[config.mk]
export PLATFORM = sky130hd
export DESIGN_NAME = sad_min_search
export DESIGN_NICKNAME = d
export VERILOG_FILES = /design/src/rtl/sad_min_search.sv
export SDC_FILE = /design/constraint.sdc
export NUM_CORES = 1
export LEC_CHECK = 0
export ABC_AREA = 1
export CAP_MARGIN = 20
export CORE_MARGIN = 2
export CORE_UTILIZATION = 52
export DETAILED_ROUTE_END_ITERATION = 10
export DONT_BUFFER_PORTS = 1
export PLACE_DENSITY = 0.67
export REMOVE_ABC_BUFFERS = 1
export SLEW_MARGIN = 20
export SYNTH_ARGS = -nofsm -noshare
export SYNTH_HDL_FRONTEND = slang
export SYNTH_SLANG_ARGS = --single-unit
[constraint.sdc]
create_clock -name clk -period 2.4 [get_ports clk]
set_clock_uncertainty 0.05 [all_clocks]
set_input_delay 0.24 -clock clk [delete_from_list [all_inputs] [get_ports clk]]
set_output_delay 0.24 -clock clk [all_outputs]
set_load 0.02 [all_outputs]
[src/rtl/sad_min_search.sv]
// sad_min_search: scans a raster of (2*SR)^2 candidate SADs for one block and
// reports the smallest SAD with the displacement at which it occurred.
// Ties go to the earliest candidate in raster order (x fastest, then y).
//
// state  | meaning
// -------+------------------------------------------------------------
// S_IDLE | waiting for start; last result held on the outputs
// S_RUN  | accepting one candidate per cycle that sad_valid is high
// S_DONE | result registers just updated; done pulses for one cycle

module sad_min_search #(
    parameter int SAD_WIDTH = 16,
    parameter int SR        = 8,
    parameter int MV_WIDTH  = 5
) (
    input  logic                        clk,
    input  logic                        rst_n,
    input  logic                        start,
    input  logic                        sad_valid,
    input  logic [SAD_WIDTH-1:0]        sad,
    output logic                        busy,
    output logic                        done,
    output logic [SAD_WIDTH-1:0]        min_sad,
    output logic signed [MV_WIDTH-1:0]  mv_x,
    output logic signed [MV_WIDTH-1:0]  mv_y
);

    localparam int NCAND = 4 * SR * SR;
    localparam int CNT_W = (NCAND > 1) ? $clog2(NCAND) : 1;

    localparam logic [CNT_W-1:0]           LAST_IDX = CNT_W'(NCAND - 1);
    localparam logic signed [MV_WIDTH-1:0] POS_MIN  = MV_WIDTH'(-SR);
    localparam logic signed [MV_WIDTH-1:0] POS_MAX  = MV_WIDTH'(SR - 1);
    localparam logic signed [MV_WIDTH-1:0] POS_ONE  = MV_WIDTH'(1);

    typedef enum logic [1:0] {
        S_IDLE = 2'd0,
        S_RUN  = 2'd1,
        S_DONE = 2'd2
    } state_t;

    state_t state_q;
    state_t state_d;

    logic [CNT_W-1:0]           cnt_q;
    logic signed [MV_WIDTH-1:0] pos_x_q;
    logic signed [MV_WIDTH-1:0] pos_y_q;
    logic [SAD_WIDTH-1:0]       best_sad_q;
    logic signed [MV_WIDTH-1:0] best_x_q;
    logic signed [MV_WIDTH-1:0] best_y_q;

    logic launch;
    logic accept;
    logic last_cand;
    logic take;

    // Qualified events shared by the FSM and the datapath.
    always_comb begin
        launch    = (state_q == S_IDLE) && start;
        accept    = (state_q == S_RUN) && sad_valid;
        last_cand = (cnt_q == LAST_IDX);
        // First candidate is loaded unconditionally so an all-ones SAD still wins.
        take      = (cnt_q == '0) || (sad < best_sad_q);
    end

    // State register.
    always_ff @(posedge clk or negedge rst_n) begin
        if (!rst_n) begin
            state_q <= S_IDLE;
        end else begin
            state_q <= state_d;
        end
    end

    // Next-state decode and status outputs.
    always_comb begin
        state_d = state_q;
        busy    = 1'b0;
        done    = 1'b0;
        case (state_q)
            S_IDLE: begin
                if (start) begin
                    state_d = S_RUN;
                end
            end
            S_RUN: begin
                busy = 1'b1;
                if (sad_valid && last_cand) begin
                    state_d = S_DONE;
                end
            end
            S_DONE: begin
                done    = 1'b1;
                state_d = S_IDLE;
            end
            default: begin
                state_d = S_IDLE;
            end
        endcase
    end

    // Candidate counter and raster position; frozen whenever no candidate is accepted.
    always_ff @(posedge clk or negedge rst_n) begin
        if (!rst_n) begin
            cnt_q   <= '0;
            pos_x_q <= '0;
            pos_y_q <= '0;
        end else if (launch) begin
            cnt_q   <= '0;
            pos_x_q <= POS_MIN;
            pos_y_q <= POS_MIN;
        end else if (accept) begin
            cnt_q <= cnt_q + CNT_W'(1);
            if (pos_x_q == POS_MAX) begin
                pos_x_q <= POS_MIN;
                pos_y_q <= pos_y_q + POS_ONE;
            end else begin
                pos_x_q <= pos_x_q + POS_ONE;
            end
        end
    end

    // Running best; strict compare keeps the earliest of equal minima.
    always_ff @(posedge clk or negedge rst_n) begin
        if (!rst_n) begin
            best_sad_q <= '0;
            best_x_q   <= '0;
            best_y_q   <= '0;
        end else if (accept && take) begin
            best_sad_q <= sad;
            best_x_q   <= pos_x_q;
            best_y_q   <= pos_y_q;
        end
    end

    // Result registers load once, as the last candidate is folded in, and then hold.
    always_ff @(posedge clk or negedge rst_n) begin
        if (!rst_n) begin
            min_sad <= '0;
            mv_x    <= '0;
            mv_y    <= '0;
        end else if (accept && last_cand) begin
            if (take) begin
                min_sad <= sad;
                mv_x    <= pos_x_q;
                mv_y    <= pos_y_q;
            end else begin
                min_sad <= best_sad_q;
                mv_x    <= best_x_q;
                mv_y    <= best_y_q;
            end
        end
    end

endmodule
==> results.toml, run 1 <==
[outcome]
status = "finished, final reports clean"

[yosys]
yosys_warnings = 0
avgSynthCellArea_um2 = 8.179
syn-instance-count = 473
ys_seq_area_share_pct = 46.57
synthSimpleGateAreaFrac_pct = 26.42
async_reset_ff_share_pct = 100.0
syn_area_mm2 = 0.003869
ys_seq_elements = 72
synth_ff_type = "dfrtp_1"
synth-xor-area-share_pct = 0.2264
muxShareOfSynthArea_pct = 0
synth.distinct_cells = 29
synthAdderAreaFrac_pct = 6.145
synth_top_family_by_area = "simple AND/OR/NAND/NOR gates"
synth_edf_count = 0
synth_compound_area_share_pct = 9.767

[layout]
n_antenna_cell = 0
multi_input_area_mm2 = 0.001647
layout_common_cells = "139 x nand2_1, 72 x dfrtp_1, 71 x inv_1, 61 x nand3_1, 20 x o21ai_2"
area_growth_pct = 12.87
area.sequential_mm2 = 0.001802
fillCellCount = 660
drive_gt1_share_pct = 11.97
layout.cells.non_filler = 592
layout_commonest_cell = "nand2_1"
finalNetCount = 528

[drt]
via_per_inst = 5.068
wl_um = 7890
dr.pass1.iters = 4
drc = 0
final_antenna_net_count = 0
vias = 3000
wl_per_cell_um = 13.33
drt-initial-drc-count = 179

[floorplan]
dieHeight_um = 90.26
coreArea_mm2 = 0.007214
die-area_mm2 = 0.008146
die-width_um = 90.26
num_rows = 31
num_io_pins = 48
initial_utilization_pct = 53.62

[grt]
grt_pass1_vias = 3022
overflow = 0
grt_usage_pct = 21.10
antenna_found_initial = 0
grt_start_max_net_pins = 73
grt_pass1_wl_um = 13980

[pwr]
p_sw_share_pct = 37.14
power.internal_mw = 3.070
p_clk_share_pct = 26.0
power_density_mw_per_mm2 = 1118
leakagePower_nw = 2.350
seq_power_share_pct = 37.2
ir_worst_vdd_v = 0.0004427
total_power_mw = 4.884
power_switching_mw = 1.814
comb_power_share_pct = 36.9

[critical_path]
cp-end-kind = "flop"
crit_path_start_kind = "flop"
cp_data_required_time_ns = 2.58
worstSetupPathType = "flop to flop"
arrival_ns = 2.33
crit_fanout = 32

[place]
dp.final_hpwl_um = 5247
dp.cells = 563
gp_congestion = 0.8303
port_buffers = 0

[clock_tree]
ctsRootBufferMaster = "clkbuf_8"
numCtsBuffers = 9
htree_num_levels = 3
clk_pin_slew_ns = 0.07
cts.sinks = 72
cts_buffer_depth = 2
postCtsSetupRepairBufs = 0
cts_tree = "built"
clk_latency_ns = 0.34

[sta]
finalMaxSlewViolations = 0
worstMarginPinSlew_ns = 0.4546
fmax_mhz = 466.5
slew_headroom_pct = 69.65
grt_setup_unrepaired = "false"
period_needed_ns = 2.144
final.setup.tns_ns = 0
hold_viol_final = 0
setup_violations = 0
period_share_pct = 89.32

[run]
cap_viol_max_count = 0

[worst_hold_path]
min_path_type = "input pin to flop"
## logic make-up after synthesis
logic type               Yosys count
flip-flops                        72
buffers and inverters             93
AND/OR/NAND/NOR                  230
adder cells (fa/ha/maj)           19
XOR/XNOR                           1
AO/OA/AOI/OAI                     58
## power by group through the flow
stage	combinational, mW	sequential, mW	clock (mW)
floorplan	1.37	1.78	0
global placement	1.70	1.82	0
detailed placement	1.76	1.83	0
CTS	1.82	1.81	1.30
global route	2.10	1.86	1.34
finish	1.80	1.82	1.27
## area by class of cell
| cell class | count | area share (%) |
|---|---|---|
| multi-input cells | 308 | 37.71 |
| clock buffers | 10 | 3.152 |
| well taps | 99 | 2.837 |
| repair buffers | 22 | 5.559 |
| flip-flops and latches | 72 | 41.26 |
| inverters | 76 | 6.533 |
| clock inverters | 5 | 2.951 |
## path summary, 6_finish.rpt
path | from | end | slack [ns] | depth (start not counted)
worst max-delay path | best_sad_q[5] | best_sad_q[8] | 0.26 | 13
worst min register to register | pos_y_q[4] | pos_y_q[4] | 0.42 | 1
worst min-delay path | sad[5] | best_sad_q[5] | 0.02 | 2
max in group asynchronous | rst_n | cnt_q[5] | 1.62 | 2
worst max register to register | best_sad_q[5] | best_sad_q[8] | 0.26 | 13
min in group asynchronous | rst_n | min_sad[3] | 0.37 | 2
## routing by layer
| layer | global-route usage (%) | vias to the layer above | routed length (um) |
|---|---|---|---|
| li1 | - | 1532 | - |
| met1 | 27.20 | 1394 | 3676 |
| met2 | 34.84 | 66 | 3770 |
| met3 | 4.508 | 8 | 350 |
| met4 | 8.462 | 0 | 93 |
| met5 | 0 | - | 0 |
## cell usage after synthesis (3+ instances only)
master	instances	area share, %
a21oi_1	13	1.7
buf_2	3	0.39
buf_4	4	0.78
buf_6	7	2.0
clkbuf_1	3	0.29
dfrtp_1	72	47
ha_1	19	6.1
inv_1	71	6.9
inv_2	5	0.49
nand2_1	139	13
nand2_4	3	0.87
nand3_1	61	7.9
nor2_1	8	0.78
nor3_1	12	1.6
o21ai_0	14	1.8
o21ai_1	7	0.91
o21ai_2	20	4.5
## worst max-delay path, cell delays in order, from the launching register on
cell and delay, ns:
dfrtp_1 0.38, inv_1 0.07, ha_1 0.24, a21oi_1 0.14
nor2_1 0.05, nor3_1 0.13, nand2_1 0.09, nand2_1 0.10
nand2_4 0.14, nand2_4 0.22, nand2_4 0.10, buf_12 0.19
nand2_1 0.09, o21ai_2 0.05
## sequential cells by signal (all words and copies together) (netlist names)
signal / cells
best_sad_q: 16
best_x_q: 5
best_y_q: 5
cnt_q: 8
min_sad: 16
mv_x: 5
mv_y: 5
pos_x_q: 5
pos_y_q: 5
state_q: 2
## timing repair
item	in CTS	in global routing
hold buffers	14	0
hold endpoints to repair	84	0
resized for setup	0	0
## metrics by stage
stage,hold slack (ns),util (%),setup slack [ns],cell area (um2)
2_1_floorplan,-0.1056,-,0.1854,3734
3_3_place_gp,-0.1042,54.65,0.2901,3943
3_5_place_dp,-0.1039,54.65,0.2400,3943
4_1_cts,0.0004419,60.53,0.2259,4367
5_1_grt,0.006031,60.53,0.03468,4367
6_report,0.01641,60.53,0.2563,4367
(Power assumes the default switching activity.)
==> inputs of run 2 (changes only) <==
--- a/config.mk
+++ b/config.mk
@@ -11,6 +11,8 @@
 export CORE_UTILIZATION = 52
 export DETAILED_ROUTE_END_ITERATION = 10
 export DONT_BUFFER_PORTS = 1
+export GPL_ROUTABILITY_DRIVEN = 0
+export HOLD_SLACK_MARGIN = 0.02
 export PLACE_DENSITY = 0.67
 export REMOVE_ABC_BUFFERS = 1
 export SLEW_MARGIN = 20
==> run 2 against run 1 <==
  * Non-clock buffer count grew 4
  * Total power grew 0.13%
  * Wire length grew 0.44%
  * Critical path type unchanged
  * Largest cell class unchanged
==> results.toml, run 2 (synthesis gave the netlist of run 1 again) <==
[critical_path]
crit_fanout = 32
crit_chain = "inv_1 -> ha_1 -> a21oi_1 -> nor2_1 -> nor3_1 -> nand2_1 -> nand2_1 -> nand2_4 -> nand2_4 -> nand2_4 -> buf_12 -> nand2_1 -> o21ai_2"
arrival_ns = 2.34
cp_data_required_time_ns = 2.58
slowest_delay_ns = 0.38
crit_path_start_kind = "flop"
crit_slowest_cell = "dfrtp_1"
worstSetupPathType = "flop to flop"
cp-end-kind = "flop"

[drt]
drt-initial-drc-count = 211
final_antenna_net_count = 0
wl_per_cell_um = 13.30
dr.pass1.iters = 6
via_per_inst = 5.094
wl_um = 7925
vias = 3036
drc = 0

[clock_tree]
ctsRootBufferMaster = "clkbuf_8"
cts_tree = "built"
htree_num_levels = 3
numCtsBuffers = 9
cts_buffer_depth = 2
clk_latency_ns = 0.35
cts.sinks = 72
clk_pin_slew_ns = 0.08
cts-resized-gates = 0

[floorplan]
dieHeight_um = 90.26
initial_utilization_pct = 53.62
die-area_mm2 = 0.008146
num_rows = 31
die-width_um = 90.26
num_io_pins = 48
coreArea_mm2 = 0.007214

[pwr]
leakagePower_nw = 2.367
power_density_mw_per_mm2 = 1110
ir_worst_vdd_v = 0.0004426

[run]
cap_viol_max_count = 0

[sta]
grt_setup_unrepaired = "false"
final.setup.tns_ns = 0
setup_violations = 0
period_needed_ns = 2.161
fmax_mhz = 462.7
slew_headroom_pct = 69.37
hold_viol_final = 0
fin_ws_ns = 0.2389
worstMarginPinSlew_ns = 0.4588
period_share_pct = 90.05
finalMaxSlewViolations = 0

[layout]
area_growth_pct = 13.91
drive_gt1_share_pct = 11.87
reg_top3 = "best_sad_q: 16 flops, min_sad: 16 flops, cnt_q: 8 flops"
layout_common_cells = "139 x nand2_1, 72 x dfrtp_1, 71 x inv_1, 61 x nand3_1, 20 x o21ai_2"
fillCellCount = 655
finalNetCount = 532
layout_commonest_cell = "nand2_1"
n_antenna_cell = 0
area.sequential_mm2 = 0.001802
multi_input_area_mm2 = 0.001647

[place]
port_buffers = 0
pre_cts_slack_ns = 0.2400
dp.final_hpwl_um = 5247

[grt]
grt_pass1_wl_um = 14100
grt_start_max_net_pins = 73
grt_usage_pct = 21.32
antenna_found_initial = 0
grt_pass1_vias = 3043
overflow = 0

[outcome]
status = "finished, final reports clean"

[worst_hold_path]
min_path_type = "input pin to flop"
-- run 2: cell count changes in the layout (fill, tap and decap cells not counted), sizes merged --
cell	delta
dlygate4sd3	+4
-- run 2: power by group --
part,switching [mW],internal [mW]
Combinational,1.13,0.676
Sequential,0.235,1.58
Clock,0.449,0.820
Total,1.82,3.07
-- run 2: final timing paths --
| check | to | cells past startpoint | start | slack [ns] |
|---|---|---|---|---|
| setup / recovery | best_sad_q[7] | 13 | best_sad_q[5] | 0.24 |
| max in group asynchronous | cnt_q[5] | 2 | rst_n | 1.62 |
| hold / removal | cnt_q[6] | 2 | sad_valid | 0.15 |
| setup reg to reg | best_sad_q[7] | 13 | best_sad_q[5] | 0.24 |
| min in group asynchronous | min_sad[3] | 2 | rst_n | 0.37 |
| hold reg to reg | pos_y_q[4] | 1 | pos_y_q[4] | 0.42 |
-- run 2: area by class of cell --
class	count	area share [%]
clock buffers	10	3.123
flip-flops and latches	72	40.89
multi-input cells	308	37.37
inverters	76	6.474
clock inverters	5	2.924
repair buffers	26	6.417
well taps	99	2.811
-- run 2: per-stage QoR --
stage | cell area, um2 | hold slack [ns] | total power [mW] | cells | utilization, %
floorplan | 3734 | -0.1056 | 3.146 | 456 | -
global placement | 3943 | -0.1042 | 3.524 | 563 | 54.65
detailed placement | 3943 | -0.1039 | 3.591 | 563 | 54.65
CTS | 4407 | 0.1402 | 4.932 | 596 | 61.08
global route | 4407 | 0.1802 | 5.310 | 596 | 61.08
finish | 4407 | 0.1511 | 4.890 | 596 | 61.08
-- run 2: critical path, delay by kind of cell, from the launching register on --
family                   cells  cell delay (ns)
adder cells (fa/ha/maj)      1             0.24
AND/OR/NAND/NOR              8             0.92
flip-flops                   1             0.38
AO/OA/AOI/OAI                2             0.19
buffers and inverters        2             0.26
-- run 2: metal layers --
layer  global-route usage (%)  part of all wire (%)  up-vias
li1                         -                     -     1541
met1                    27.67                    46     1415
met2                    35.21                    48       72
met3                    4.341                   4.5        8
met4                    8.462                   1.1        0
met5                        0                     0        -
-- run 2: what timing repair did --
item | CTS | global route
buffers inserted | 0 | 0
hold buffers | 18 | 0
endpoints found under the hold margin | 88 | 0
